==> src/rtl/vpu_inst_issue_if.sv <==
// VPU issue-stage bus: host push channel plus VPU issue/done channel.
// The issue stage is the slave; the host/VPU side is the master.
interface vpu_inst_issue_if #(
    parameter int INST_W = 32
);
    logic              push_valid;
    logic [INST_W-1:0] push_inst;
    logic              push_ready;
    logic [INST_W-1:0] issue_inst;
    logic              issue_rdy;
    logic              mem_read_en;
    logic              mem_write_en;
    logic              vpu_done;

    modport slave (
        input  push_valid, push_inst, vpu_done,
        output push_ready, issue_inst, issue_rdy,
        output mem_read_en, mem_write_en
    );

    modport master (
        output push_valid, push_inst, vpu_done,
        input  push_ready, issue_inst, issue_rdy,
        input  mem_read_en, mem_write_en
    );
endinterface

==> src/rtl/vpu_inst_issue.sv <==
// VPU instruction issue stage: FIFO buffer, opcode screen, strobe/done
// handshake with a completion watchdog, retired counter and drain pulse.
module vpu_inst_issue #(
    parameter int DEPTH   = 8,
    parameter int INST_W  = 32,
    parameter int OP_W    = 4,
    parameter int OP_MAX  = 7,
    parameter int TIMEOUT = 64,
    parameter int CNT_W   = 16
) (
    input  logic                   clk,
    input  logic                   rst_n,
    vpu_inst_issue_if.slave        bus,
    input  logic                   start,
    input  logic                   clear,
    output logic                   busy,
    output logic                   drain_done,
    output logic                   err_opcode,
    output logic                   timeout,
    output logic [$clog2(DEPTH):0] queue_count,
    output logic [CNT_W-1:0]       retired_cnt
);
    localparam int AW   = $clog2(DEPTH);
    localparam int QW   = AW + 1;
    localparam int WD_W = $clog2(TIMEOUT + 1);

    typedef enum logic [2:0] {
        S_IDLE,
        S_LOAD,
        S_ISSUE,
        S_WAIT,
        S_HALT
    } state_e;

    state_e            state_q;
    logic [INST_W-1:0] mem_q [DEPTH];
    logic [AW-1:0]     rd_q;
    logic [AW-1:0]     wr_q;
    logic [QW-1:0]     cnt_q;
    logic              run_q;
    logic              rdy_q;
    logic              men_q;
    logic              drain_q;
    logic              err_q;
    logic              to_q;
    logic [INST_W-1:0] inst_q;
    logic [WD_W-1:0]   wd_q;
    logic [CNT_W-1:0]  ret_q;

    logic              push;
    logic              pop;
    logic              illegal;
    logic [INST_W-1:0] head;

    assign head           = mem_q[rd_q];
    assign bus.push_ready = cnt_q < QW'(DEPTH);
    assign push           = bus.push_valid && bus.push_ready && !clear;
    assign pop            = (state_q == S_LOAD) && !clear;
    assign illegal        = head[OP_W-1:0] > OP_W'(OP_MAX);

    always_ff @(posedge clk) begin
        if (push) begin
            mem_q[wr_q] <= bus.push_inst;
        end
    end

    always_ff @(posedge clk or negedge rst_n) begin
        if (!rst_n) begin
            state_q <= S_IDLE;
            rd_q    <= '0;
            wr_q    <= '0;
            cnt_q   <= '0;
            run_q   <= 1'b0;
            rdy_q   <= 1'b0;
            men_q   <= 1'b0;
            drain_q <= 1'b0;
            err_q   <= 1'b0;
            to_q    <= 1'b0;
            inst_q  <= '0;
            wd_q    <= '0;
            ret_q   <= '0;
        end else if (clear) begin
            state_q <= S_IDLE;
            rd_q    <= '0;
            wr_q    <= '0;
            cnt_q   <= '0;
            run_q   <= 1'b0;
            rdy_q   <= 1'b0;
            men_q   <= 1'b0;
            drain_q <= 1'b0;
            err_q   <= 1'b0;
            to_q    <= 1'b0;
            wd_q    <= '0;
        end else begin
            drain_q <= 1'b0;
            if (push) begin
                wr_q <= wr_q + 1'b1;
            end
            if (pop) begin
                rd_q <= rd_q + 1'b1;
            end
            unique case ({push, pop})
                2'b10:   cnt_q <= cnt_q + 1'b1;
                2'b01:   cnt_q <= cnt_q - 1'b1;
                default: cnt_q <= cnt_q;
            endcase
            if (start) begin
                run_q <= 1'b1;
            end
            unique case (state_q)
                S_IDLE: begin
                    if (run_q && cnt_q == '0) begin
                        run_q   <= 1'b0;
                        drain_q <= 1'b1;
                    end else if (run_q) begin
                        state_q <= S_LOAD;
                    end
                end
                S_LOAD: begin
                    inst_q <= head;
                    if (illegal) begin
                        err_q   <= 1'b1;
                        state_q <= S_IDLE;
                    end else begin
                        rdy_q   <= 1'b1;
                        men_q   <= 1'b1;
                        state_q <= S_ISSUE;
                    end
                end
                S_ISSUE: begin
                    rdy_q   <= 1'b0;
                    wd_q    <= '0;
                    state_q <= S_WAIT;
                end
                // wd_q starts at 0 in the first WAIT cycle, so expiry
                // lands on the TIMEOUT-th edge after the strobe.
                S_WAIT: begin
                    if (bus.vpu_done) begin
                        ret_q   <= ret_q + 1'b1;
                        men_q   <= 1'b0;
                        state_q <= S_IDLE;
                    end else if (wd_q == WD_W'(TIMEOUT - 2)) begin
                        to_q    <= 1'b1;
                        men_q   <= 1'b0;
                        state_q <= S_HALT;
                    end else begin
                        wd_q <= wd_q + 1'b1;
                    end
                end
                S_HALT: begin
                    state_q <= S_HALT;
                end
                default: begin
                    state_q <= S_IDLE;
                end
            endcase
        end
    end

    assign bus.issue_inst   = inst_q;
    assign bus.issue_rdy    = rdy_q;
    assign bus.mem_read_en  = men_q;
    assign bus.mem_write_en = men_q;
    assign busy             = (state_q != S_IDLE) || run_q;
    assign drain_done       = drain_q;
    assign err_opcode       = err_q;
    assign timeout          = to_q;
    assign queue_count      = cnt_q;
    assign retired_cnt      = ret_q;
endmodule

==> src/flat_wrapper.sv <==
// flat-port wrapper written by rule: the top's interface ports become plain ports
module vpu_inst_issue_flat 
#(
    parameter int DEPTH   = 8,
    parameter int INST_W  = 32,
    parameter int OP_W    = 4,
    parameter int OP_MAX  = 7,
    parameter int TIMEOUT = 64,
    parameter int CNT_W   = 16
)
  (clk, rst_n, start, clear, busy, drain_done, err_opcode, timeout, queue_count, retired_cnt, bus_push_valid, bus_push_inst, bus_vpu_done, bus_push_ready, bus_issue_inst, bus_issue_rdy, bus_mem_read_en, bus_mem_write_en);
  vpu_inst_issue_if #(.INST_W(INST_W)) bus_i ();
  input  logic clk;
  input  logic rst_n;
  input  logic start;
  input  logic clear;
  output logic busy;
  output logic drain_done;
  output logic err_opcode;
  output logic timeout;
  output logic [$clog2(DEPTH):0] queue_count;
  output logic [CNT_W-1:0] retired_cnt;
  input wire logic [$bits(bus_i.push_valid)-1:0] bus_push_valid;
  input wire logic [$bits(bus_i.push_inst)-1:0] bus_push_inst;
  input wire logic [$bits(bus_i.vpu_done)-1:0] bus_vpu_done;
  output wire logic [$bits(bus_i.push_ready)-1:0] bus_push_ready;
  output wire logic [$bits(bus_i.issue_inst)-1:0] bus_issue_inst;
  output wire logic [$bits(bus_i.issue_rdy)-1:0] bus_issue_rdy;
  output wire logic [$bits(bus_i.mem_read_en)-1:0] bus_mem_read_en;
  output wire logic [$bits(bus_i.mem_write_en)-1:0] bus_mem_write_en;
  assign bus_i.push_valid = bus_push_valid;
  assign bus_i.push_inst = bus_push_inst;
  assign bus_i.vpu_done = bus_vpu_done;
  assign bus_push_ready = bus_i.push_ready;
  assign bus_issue_inst = bus_i.issue_inst;
  assign bus_issue_rdy = bus_i.issue_rdy;
  assign bus_mem_read_en = bus_i.mem_read_en;
  assign bus_mem_write_en = bus_i.mem_write_en;
  vpu_inst_issue #(.DEPTH(DEPTH), .INST_W(INST_W), .OP_W(OP_W), .OP_MAX(OP_MAX), .TIMEOUT(TIMEOUT), .CNT_W(CNT_W)) u_core (.clk(clk), .rst_n(rst_n), .bus(bus_i), .start(start), .clear(clear), .busy(busy), .drain_done(drain_done), .err_opcode(err_opcode), .timeout(timeout), .queue_count(queue_count), .retired_cnt(retired_cnt));
endmodule
==> config.mk <==
export PLATFORM = sky130hd
export DESIGN_NAME = vpu_inst_issue_flat
export DESIGN_NICKNAME = d
export VERILOG_FILES = /design/src/rtl/vpu_inst_issue_if.sv /design/src/rtl/vpu_inst_issue.sv /design/src/flat_wrapper.sv
export SDC_FILE = /design/constraint.sdc
export NUM_CORES = 1
export LEC_CHECK = 0
export ABC_AREA = 1
export CAP_MARGIN = 10
export CORE_UTILIZATION = 61
export CTS_BUF_LIST = sky130_fd_sc_hd__clkbuf_2
export DETAILED_ROUTE_END_ITERATION = 6
export GPL_TIMING_DRIVEN = 1
export PLACE_DENSITY = 0.89
export SYNTH_ARGS = -nofsm -noshare
export SYNTH_HDL_FRONTEND = slang
export SYNTH_SLANG_ARGS = --single-unit
==> constraint.sdc <==
create_clock -name clk -period 3.21 [get_ports clk]
set_input_delay 0.642 -clock clk [delete_from_list [all_inputs] [get_ports clk]]
set_output_delay 0.642 -clock clk [all_outputs]
set_load 0.01 [all_outputs]
==> results by group <==
Setup path
  – Critical path's most frequent cell: nor2_1
  – Crit path buffers/inverters: 2
  – R2r setup slk: 1150 ps
  – CP max FO: 4
  – Critical path type: flop to output port
  – Critical-path cell list: nor2_1 -> inv_1 -> nor2_1 -> nand2_1 -> clkdlybuf4s50_1
  – CP Capture Type: output port
  – Critical Path RT: 2570 ps
  – Crit path max-delay family: buffers and inverters
  – Arr. time, crit path: 2240 ps
  – Worst path slowest cell: clkdlybuf4s50_1
  – Worst setup SP type: flop
  – Largest stage delay, worst path: 490 ps

Clock tree
  – Clock-pin slew on the worst setup and hold paths: 100 ps
  – Clk sink count: 330
  – H-tree depth: 3
  – Number of CTS-inserted buffers: 79
  – TritonCTS clock tree: done
  – Skew-Pair Late Insertion Delay: 900 ps
  – Clk root buf: clkbuf_2
  – CTS resizes: 0
  – Post-CTS Setup Bufs: 0
  – Clk buf depth: 3

Global route
  – First-pass GRT wire length: 47.2 mm
  – Gr ovfl total: 0
  – GR Util All Layers: 27.7%
  – Largest net degree at the start of global routing: 131
  – Number of global-route vias before repair: 9,393
  – Initial antenna violation count: 1

Detailed routing
  – Routed WL: 29.7 mm
  – Vias: 9,199
  – DRT iter0 DRCs: 836
  – Post-DRT Antenna Nets: 0
  – Drt wl/cell: 19.1 um
  – DRT Pass-1 Iters: 6
  – DRC violations left: 0
  – Avg Vias per Cell: 5.90

Placement
  – Area after DPL: 14,600 sq um
  – Final Wtd Congestion: 0.868
  – Placed wire-length estimate: 17.4 mm
  – Port Buffers: 97
  – Placed cells: 1,411

Synth
  – Mux cell area share after synthesis: 0%
  – Yosys warning total: 0
  – Post-synthesis register bit count: 330
  – Register area share after synthesis: 72.3%
  – Syn Nets: 1,116
  – Syn_area_per_cell: 12.3 sq um
  – Post-synthesis compound-gate area fraction: 10.5%
  – Post-Synth Adder-Cell Area: 0.664%
  – Xor/xnor share of the synthesized area: 1.19%
  – Synth Area in Simple Gates: 12.1%
  – Main combinational cell family by area after synthesis: simple AND/OR/NAND/NOR gates
  – Synth async-reset ratio: 22.4%
  – Cells after Synth: 1,071
  – Ys flop type: edfxtp_1
  – Number of enable flip-flop cells after synthesis: 256
  – Syn Std Cell Area: 13,200 sq um
  – Distinct cells, synth: 34

Final layout
  – Layout cells sized above 1: 15.0%
  – Fin nets: 1,263
  – Commonest non-fill, non-tap cells in the layout: 256 x edfxtp_1, 154 x nand2_1, 154 x nor2_1
  – Final design utilization: 72.6%
  – Area grow syn2layout: 16.1%
  – Final non-filler cell total: 1,559
  – Commonest non-fill, non-tap cell in the layout: edfxtp_1
  – Design area: 15,300 sq um
  – Fillers: 1,348

Pwr
  – Pleak: 0.00575 uW
  – Pwr Density: 662 nW/um^2
  – Peak supply drop: 0.403 mV

Die
  – DIE AREA: 22,200 sq um
  – Die Span Y: 149 um
  – I/O pins: 98
  – Initial Util: 62.6%
  – Die Wd: 149 um
  – FP Rows: 53
  – Core area: 21,100 sq um

STA
  – Tmin final: 2880 ps
  – Final setup violation count: 0
  – RSZ-0062 raised after global routing: no
  – Total negative slack: 0 ps
  – Slew Viols, Final: 0
  – FMAX: 347 MHz
  – Clk_skew: 123 ps
  – Slew headroom: 46.2%
  – Final Hold Violating Endpoints: 0
  – Slew @ Worst Pin: 808 ps
  – Period Utilization, post-route: 89.9%

Run status
  – Status: completed

Min path
  – Hold Path Class: input pin to async pin

Run
  – Maxcap violations: 0
-- layout make-up --
type	instances	area, sq um	area share [%]
inverters	45	170	1.11
clock buffers	129	646	4.21
multi-input cells	638	3280	21.4
clock inverters	17	68.8	0.449
well taps	275	344	2.25
diodes	1	2.50	0.0163
repair buffers	124	1260	8.23
flip-flops and latches	330	9540	62.3
-- flip-flops by register name, indices dropped and copies added, names as in the netlist, 3 cells and up --
register	cells
u_core.mem_q	256
u_core.bus.issue_inst	32
u_core.retired_cnt	16
u_core.wd_q	7
u_core.queue_count	4
u_core.rd_q	3
u_core.state_q	3
u_core.wr_q	3
-- kinds of logic after synthesis --
group	Yosys count
xor+xnor	18
simple gates	386
compound gates	227
flops	330
buf+inv	103
fa+ha+maj	7
-- metrics by stage --
stage	setup WS (ps)	power [uW]	hold WS, ps
after CTS	298	10100	259
after global routing	165	10700	298
after floorplan	331	6490	346
final	326	10100	276
after global placement	637	7430	466
after detailed placement	540	7530	465
-- power breakdown --
part	internal (uW)	switching (uW)
sequential	4980	243
clock	1050	1620
combinational	946	1290
total	6980	3160
-- final timing paths --
check	startpoint	end	cells past startpoint
max in group asynchronous	rst_n	u_core.bus.issue_inst[20]	3
setup reg to reg	u_core.queue_count[3]	u_core.mem_q[2][7]	6
hold / removal	rst_n	u_core.err_opcode	2
setup / recovery	u_core.state_q[1]	busy	5
hold reg to reg	u_core.bus.issue_inst[29]	u_core.bus.issue_inst[29]	2
min in group clk	start	u_core.run_q	3
-- worst reg2reg max path, stage by stage, from the launching register on --
cell and delay (ps):
dfrtp_1 430, inv_1 150, nand2_1 90, nor2_1 190
nand2_1 310, nor2_4 340, buf_12 260
-- cell usage after synthesis, drive strengths merged (2+ instances only) --
library cell / count / area share (%)
nor3: 9 / 0.38
edfxtp: 256 / 58
nand3: 46 / 1.8
o221ai: 54 / 3.6
inv: 43 / 1.2
ha: 7 / 0.66
xnor2: 6 / 0.40
nand4: 3 / 0.14
o21ai: 146 / 5.6
clkbuf: 31 / 0.88
nor2: 169 / 5.1
dfrtp: 74 / 14
o22ai: 9 / 0.43
nand2: 157 / 4.6
clkinv: 2 / 0.057
xor2: 12 / 0.80
a21oi: 6 / 0.23
buf: 27 / 1.1
o211ai: 10 / 0.57
-- metal layers --
layer  wire length (um)  track usage (%)
met4                672             13.4
met2              15300             46.8
met3               2370             5.41
met1              11400             34.5
met5                  0                0
-- timing repair --
item	CTS	global route
hold buffers	1	0
endpoints found under the hold margin	37	0
setup endpoints to repair	0	0
(Power assumes the default switching activity.)
